===== src/rtl/cdb_arbiter.sv =====
// cdb_arbiter: Common Data Bus arbiter for two result producers.
//
// Each source (index 0 = ALU, index 1 = LSB) feeds a private FIFO of Q_DEPTH
// {rob_id, value} entries. Every live cycle at most one queue head is
// broadcast on the registered CDB outputs. When both queues hold entries,
// the grant goes to the source that did not win last time (round-robin).
//
// Ports
//   clk_in                       system clock, rising edge
//   rst_in                       asynchronous reset, active low
//   rdy_in                       global ready, low freezes the block
//   clear                        flush both queues (branch mispredict)
//   alu_valid/rob_id/value       ALU result offer
//   alu_ready                    ALU queue can accept this cycle
//   lsb_valid/rob_id/value       load result offer
//   lsb_ready                    LSB queue can accept this cycle
//   cdb_valid/rob_id/value/src   registered broadcast (src 0 = ALU, 1 = LSB)

// Per-source FIFO. Storage is not reset: only count and pointers define
// which slots are meaningful.
module cdb_fifo #(
    parameter int W       = 36,
    parameter int Q_DEPTH = 2
) (
    input  logic                     clk_in,
    input  logic                     rst_in,
    input  logic                     flush,
    input  logic                     push,
    input  logic                     pop,
    input  logic [W-1:0]             din,
    output logic [W-1:0]             head,
    output logic [$clog2(Q_DEPTH):0] count
);
    localparam int PW = $clog2(Q_DEPTH);
    localparam int CW = PW + 1;

    logic [W-1:0]  mem [Q_DEPTH];
    logic [PW-1:0] wr_ptr, rd_ptr;

    assign head = mem[rd_ptr];

    // Power-of-two depth lets the pointers wrap naturally.
    always_ff @(posedge clk_in or negedge rst_in) begin
        if (!rst_in) begin
            wr_ptr <= '0;
            rd_ptr <= '0;
            count  <= '0;
        end else if (flush) begin
            wr_ptr <= '0;
            rd_ptr <= '0;
            count  <= '0;
        end else begin
            if (push) wr_ptr <= wr_ptr + PW'(1);
            if (pop)  rd_ptr <= rd_ptr + PW'(1);
            case ({push, pop})
                2'b10:   count <= count + CW'(1);
                2'b01:   count <= count - CW'(1);
                default: count <= count;
            endcase
        end
    end

    always_ff @(posedge clk_in) begin
        if (push) mem[wr_ptr] <= din;
    end
endmodule

module cdb_arbiter #(
    parameter int ROB_WIDTH_BIT = 4,
    parameter int Q_DEPTH       = 2
) (
    input  logic                     clk_in,
    input  logic                     rst_in,
    input  logic                     rdy_in,
    input  logic                     clear,
    input  logic                     alu_valid,
    input  logic [ROB_WIDTH_BIT-1:0] alu_rob_id,
    input  logic [31:0]              alu_value,
    output logic                     alu_ready,
    input  logic                     lsb_valid,
    input  logic [ROB_WIDTH_BIT-1:0] lsb_rob_id,
    input  logic [31:0]              lsb_value,
    output logic                     lsb_ready,
    output logic                     cdb_valid,
    output logic [ROB_WIDTH_BIT-1:0] cdb_rob_id,
    output logic [31:0]              cdb_value,
    output logic                     cdb_src
);
    localparam int CW = $clog2(Q_DEPTH) + 1;

    typedef struct packed {
        logic [ROB_WIDTH_BIT-1:0] rob_id;
        logic [31:0]              value;
    } cdb_entry_t;

    localparam int EW = $bits(cdb_entry_t);

    cdb_entry_t [1:0]     q_din, q_head;
    logic [1:0][CW-1:0]   q_cnt;
    logic [1:0]           q_valid, q_ready, q_push, q_pop, q_busy;
    logic                 live, gnt_any, gnt_src, last_grant;

    assign live      = rdy_in && !clear;
    assign q_valid   = {lsb_valid, alu_valid};
    assign q_din[0]  = '{rob_id: alu_rob_id, value: alu_value};
    assign q_din[1]  = '{rob_id: lsb_rob_id, value: lsb_value};
    assign alu_ready = q_ready[0];
    assign lsb_ready = q_ready[1];

    generate
        for (genvar i = 0; i < 2; i++) begin : g_src
            assign q_busy[i]  = q_cnt[i] != '0;
            // Ready looks only at the current count: a same-cycle pop never
            // frees a slot early, keeping this path short.
            assign q_ready[i] = rst_in && live && (q_cnt[i] < CW'(Q_DEPTH));
            assign q_push[i]  = q_valid[i] && q_ready[i];
            assign q_pop[i]   = gnt_any && (gnt_src == 1'(i));

            cdb_fifo #(.W(EW), .Q_DEPTH(Q_DEPTH)) u_fifo (
                .clk_in (clk_in),
                .rst_in (rst_in),
                .flush  (clear),
                .push   (q_push[i]),
                .pop    (q_pop[i]),
                .din    (q_din[i]),
                .head   (q_head[i]),
                .count  (q_cnt[i])
            );
        end
    endgenerate

    // A lone candidate wins outright; on a tie the loser of last time wins.
    always_comb begin
        gnt_any = live && (|q_busy);
        gnt_src = (&q_busy) ? !last_grant : q_busy[1];
    end

    // last_grant resets to LSB so the very first tie goes to the ALU.
    always_ff @(posedge clk_in or negedge rst_in) begin
        if (!rst_in) begin
            cdb_valid  <= 1'b0;
            cdb_rob_id <= '0;
            cdb_value  <= '0;
            cdb_src    <= 1'b0;
            last_grant <= 1'b1;
        end else if (clear) begin
            cdb_valid  <= 1'b0;
        end else if (rdy_in) begin
            cdb_valid <= gnt_any;
            if (gnt_any) begin
                cdb_rob_id <= q_head[gnt_src].rob_id;
                cdb_value  <= q_head[gnt_src].value;
                cdb_src    <= gnt_src;
                last_grant <= gnt_src;
            end
        end
    end
endmodule


===== config.mk =====
export PLATFORM = sky130hd
export DESIGN_NAME = cdb_arbiter
export DESIGN_NICKNAME = d
export VERILOG_FILES = /design/src/rtl/cdb_arbiter.sv
export SDC_FILE = /design/constraint.sdc
export NUM_CORES = 1
export LEC_CHECK = 0
export BUFFER_PORTS_ARGS = -buffer_cell sky130_fd_sc_hd__buf_2
export CORE_MARGIN = 2
export CORE_UTILIZATION = 40
export CTS_CLUSTER_DIAMETER = 100
export DETAILED_ROUTE_END_ITERATION = 8
export SLEW_MARGIN = 20
export SYNTH_ARGS = -nofsm -noshare
export SYNTH_HDL_FRONTEND = slang
export SYNTH_SLANG_ARGS = --single-unit

===== constraint.sdc =====
create_clock -name clk_in -period 9 [get_ports clk_in]
set_input_delay 1.8 -clock clk_in [delete_from_list [all_inputs] [get_ports clk_in]]
set_output_delay 1.8 -clock clk_in [all_outputs]
set_load 0.05 [all_outputs]

# After elaboration in Yosys (flattened, before gate mapping)
# Memory sizes are Yosys's and may differ from the RTL's.
# Index checks and enable logic that the tools add are counted.
[totals]
regBits = 47
ram_bits = 144
in_bits = 78
output_inout_bits = 40
elab_cells = 74
mem_count = 2
[op_classes]
addsub = 8
order_cmp = 3
n_eq_ne = 4
n_mux = 21
bitwise_logic = 2
n_reduce_logical = 23
[memory_table]
columns = ["memory", "depth", "width", "read_ports", "rd_clocked_by_memory_dff", "write_ports", "line", "rtl"]
rows = [
  ["g_src[0].u_fifo.mem", 2, 36, 1, 0, 1, "37", "logic [W-1:0] mem [Q_DEPTH];"],
  ["g_src[1].u_fifo.mem", 2, 36, 1, 0, 1, "37", ""],
]
[ops]
columns = ["op", "n"]
rows = [
  ["36-bit 2-to-1 mux", 2],
  ["1-bit 2-to-1 mux", 15],
  ["2-bit nonzero test", 7],
  ["1-bit logical AND", 9],
  ["2-bit case mux with 2 select lines", 2],
  ["3-bit nonzero test", 2],
  ["1-bit adder (second input constant)", 4],
  ["2-bit by 1-bit adder with 2-bit output (second input constant)", 2],
  ["2-bit by 1-bit equality test with 1-bit output (second input constant)", 2],
  ["2-bit equality test (second input constant)", 2],
  ["2-bit less-than comparator (second input constant)", 2],
  ["2-bit 2-to-1 mux", 2],
  ["2-bit by 1-bit subtractor with 2-bit output (second input constant)", 2],
  ["3-bit AND reduction", 1],
  ["1-bit zero test", 2],
  ["1-bit by 2-bit less-than comparator with 1-bit output (second input constant)", 1],
  ["1-bit NOT", 2],
  ["2-bit AND reduction", 1],
  ["2-bit OR reduction", 1],
]

# Logic depth before layout (Yosys ltp)
[logic_depth]
ltp_word = 8
mapped_depth = 7
ltp_nobuf = 4

# Hierarchy
# From an unflattened synthesis, not the netlist that was laid out.
[unflattened]
hier_cells = 405
hier_area_um2 = 7716.2
[modules_own_cells]
columns = ["module", "n_inst", "cells_each", "area_each_um2", "seq_area_each_um2"]
rows = [
  ["cdb_fifo (g_src[1].u_fifo)", 1, 131, 2930.3, 2262.2],
  ["cdb_fifo (g_src[0].u_fifo)", 1, 130, 2922.8, 2262.2],
  ["cdb_arbiter", 1, 144, 1863.0, 977.2],
]

# Least setup slack after synthesis
# OpenSTA, ideal clock, no wires.
[synth_timing]
path_type = "input to register"
from = "input clear"
to = "memory g_src[1].u_fifo.mem[0][0] (enable)"
setup_ps = 429
arrival_time_ps = 4141
required_ps = 8571
slack_ps = 4429
cell_stages = 4
n_path_buf = 1
path_cell_list = "buf_2 -> and4bb_2 -> nand2_1 -> nor2_1"
[synth_via]
elab_chain_len = 7
[synth_lines]
columns = ["element", "line", "rtl"]
rows = [
  ["from (decl)", "75", "input logic clear,"],
  ["1-bit zero test", "103", "assign live = rdy_in && !clear;"],
  ["1-bit logical AND", "103", ""],
  ["1-bit logical AND (2 in a row)", "115", "assign q_ready[i] = rst_in && live && (q_cnt[i] < CW'(Q_DEPTH));"],
  ["named net lsb_ready", "83", "output logic lsb_ready,"],
  ["1-bit logical AND", "116", "assign q_push[i] = q_valid[i] && q_ready[i];"],
  ["1-bit 2-to-1 mux", "64", "if (push) mem[wr_ptr] <= din;"],
  ["1-bit 2-to-1 mux (implied by the code)", "64", ""],
  ["to (decl)", "37", ""],
]
# The timed path passes the listed nets, and every way through them passes these cells.

# Final worst setup path
[layout_timing]
from = "input rst_in"
to = "output lsb_ready"
[layout_via]
elab_chain_len = 2
[layout_lines]
columns = ["element", "line", "rtl"]
rows = [
  ["from (decl)", "73", "input logic rst_in,"],
  ["1-bit logical AND (2 in a row)", "115", ""],
  ["to (decl)", "83", ""],
]
# Every way passes these cells.

==> metrics.yaml <==
wl_mm: 14.7
cts-root-buf: "clkbuf_16"
period_share: 0.550
synthArstFlopShare: 0.246
cp_slowest_stage_delay_ps: 540
post_cts_buffers: 0
worst_setup_path_end_kind: "output port"
rsz0062_at_grt: "false"
grt_pass1_vias: 4078
cts-buffers-inserted: 17
yosys_warnings: 0
die_y_microns: 138
crit_type: "input pin to output port"
setup_viol: 0
cts_buffer_depth: 2
grt_overflow: 0
ys_ff_latch: 191
leakage_nw: 3.18
ir_worst_vdd_mv: 0.154
die-area_sq_um: 19100
post-dp-hpwl_mm: 9.22
r2r_slack_ps: 6800
synthCells: 409
tritoncts: "built"
initial_utilization: 0.404
core_sq_um: 17800
synth_fp_nets: 487
synth_seq_area_share: 0.763
ctsHoldBuffers: 0
instances_no_fill: 770
setup.worst_path.start_class: "input pin"
clock_latency_ps: 420
cp_common_cell: "buf_2"
place_congestion: 0.756
drv_slew: 0
power_density_nw_per_um2: 259
dp_cells: 736
critical_path.max_fanout: 49
num_vias: 3890
fin_crit_ps: 4950
io_pins: 118
antenna_found_initial: 1
hold_violations: 0
critPathSlowestCell: "buf_4"
skew_ps: 6.50
dr.pass1.iters: 4
outcome: "completed"
synth_ff_type: "edfxtp_1"
row_count: 49
remaining_drc_errors: 0
relSlewSlack: 0.349
synth.distinct_cells: 33
drv_cap: 0
ant_nets: 0
setup_tns_ps: 0
wl_per_cell_microns: 19.1
synth-edff-count: 144
fmax_ghz: 0.202
drive_gt1_frac: 0.324
grt_usage: 0.158
grt_pass1_wl_mm: 22.7
worstPathArrival_ps: 3150
layout.nets: 606
grt_max_degree: 50
hold_path.class: "flip-flop to flip-flop"
worstMarginPinSlew_ps: 973
clkSlewWorstSetupHoldPaths_ps: 60
synthToLayoutAreaGrowth_pct: 19.7
required_ps: 7200
die_w_microns: 138
syn_area_sq_um: 7210
viasPerCell: 5.05
drtIter0Drc: 335
clock-sinks: 191
cts_resized: 0
io_buffers: 117
syn_area_per_cell_sq_um: 17.6
cts_max_level: 4
crit_chain: "buf_2 > buf_4 > and4bb_2 > buf_2"
[metrics by stage]
step / cell area, sq um / power, W / setup WS (ps) / utilization / hold WS (ps)
finish: 8630 / 0.00224 / 4050 / 0.484 / 470
global route: 8630 / 0.00232 / 3890 / 0.484 / 518
CTS: 8580 / 0.00226 / 4010 / 0.481 / 479
detailed placement: 8000 / 0.00153 / 4010 / 0.448 / 463
global placement: 8000 / 0.00152 / 4050 / 0.448 / 462
floorplan: 7210 / 0.00139 / 4430 / - / 466
[flip-flops by register name, summed over array words and instances (netlist names)]
register             flops
g_src.u_fifo.mem       144
g_src.u_fifo.count       4
g_src.u_fifo.rd_ptr      2
cdb_src                  1
g_src.u_fifo.wr_ptr      2
last_grant               1
cdb_rob_id               4
cdb_value               32
cdb_valid                1
[placed cells by master, fill, tap and decap left out, types with 2 or more instances in the layout]
master	instances
edfxtp_1	144
buf_2	117
mux2i_1	73
nand2_1	45
dfrtp_1	44
o221ai_1	27
clkbuf_16	17
nor2_1	9
o221ai_2	9
clkinv_2	7
o21ai_1	3
xor2_1	3
o21ai_0	3
clkbuf_8	3
buf_4	3
inv_1	2
xnor2_1	2
a21oi_1	2
bufinv_16	2
inv_6	2
dfrtp_4	2
[where the power goes]
part / internal, W / switching [W]
Combinational: 0.000109 / 0.000318
Clock: 0.000428 / 0.000304
Sequential: 0.00102 / 0.0000549
Total: 0.00156 / 0.000677
[cells by family (layout without fill, tap and decap cells)]
family	after synthesis	count (layout)	share of synthesized area
AND/OR/NAND/NOR	66	66	0.0415
other	0	1	0
flip-flops	191	191	0.763
XOR/XNOR	5	5	0.00607
multiplexers	73	73	0.101
buffers and inverters	24	155	0.0224
AO/OA/AOI/OAI	50	50	0.0661
[per-layer routing]
layer / part of all wire / track usage
met1: 0.43 / 0.205
met2: 0.50 / 0.255
met3: 0.055 / 0.0447
met4: 0.015 / 0.0618
met5: 0 / 0
[cell usage after synthesis, drive strengths merged (2+ instances only)]
| library cell | number | area (sq um) |
|---|---|---|
| edfxtp | 144 | 4320 |
| mux2i | 73 | 731 |
| dfrtp | 46 | 1150 |
| nand2 | 46 | 173 |
| o221ai | 37 | 387 |
| buf | 21 | 150 |
| nor2 | 10 | 37.5 |
| o21ai | 6 | 30.0 |
| xor2 | 3 | 26.3 |
| a21oi | 2 | 10.0 |
| inv | 2 | 7.51 |
| xnor2 | 2 | 17.5 |
[worst max-delay path, delay by kind of cell]
kind | cells | cell delay [ps]
buf+inv | 3 | 910
simple gates | 1 | 390
[final cells by class]
| class | count | area, sq um |
|---|---|---|
| antenna | 1 | 2.50 |
| clock buffer | 20 | 467 |
| clock inverter | 11 | 113 |
| fill | 1532 | 9210 |
| inverter | 2 | 7.51 |
| multi-input combinational | 194 | 1590 |
| sequential | 191 | 5510 |
| tap | 229 | 287 |
| timing repair buffer | 122 | 656 |
[worst paths after layout]
check	startpoint	to	depth (start not counted)
setup / recovery	rst_in	lsb_ready	4
hold / removal	cdb_src$_DFFE_PN0P_	cdb_src$_DFFE_PN0P_	2
setup reg to reg	g_src[0].u_fifo.count[1]$_DFFE_PN0P_	cdb_value[13]$_DFFE_PN0P_	4
hold reg to reg	cdb_src$_DFFE_PN0P_	cdb_src$_DFFE_PN0P_	2
max in group asynchronous	rst_in	g_src[1].u_fifo.rd_ptr$_DFFE_PN0P_	2
min in group asynchronous	rst_in	cdb_value[20]$_DFFE_PN0P_	2
No activity file was read; power rests on OpenSTA's default activity.
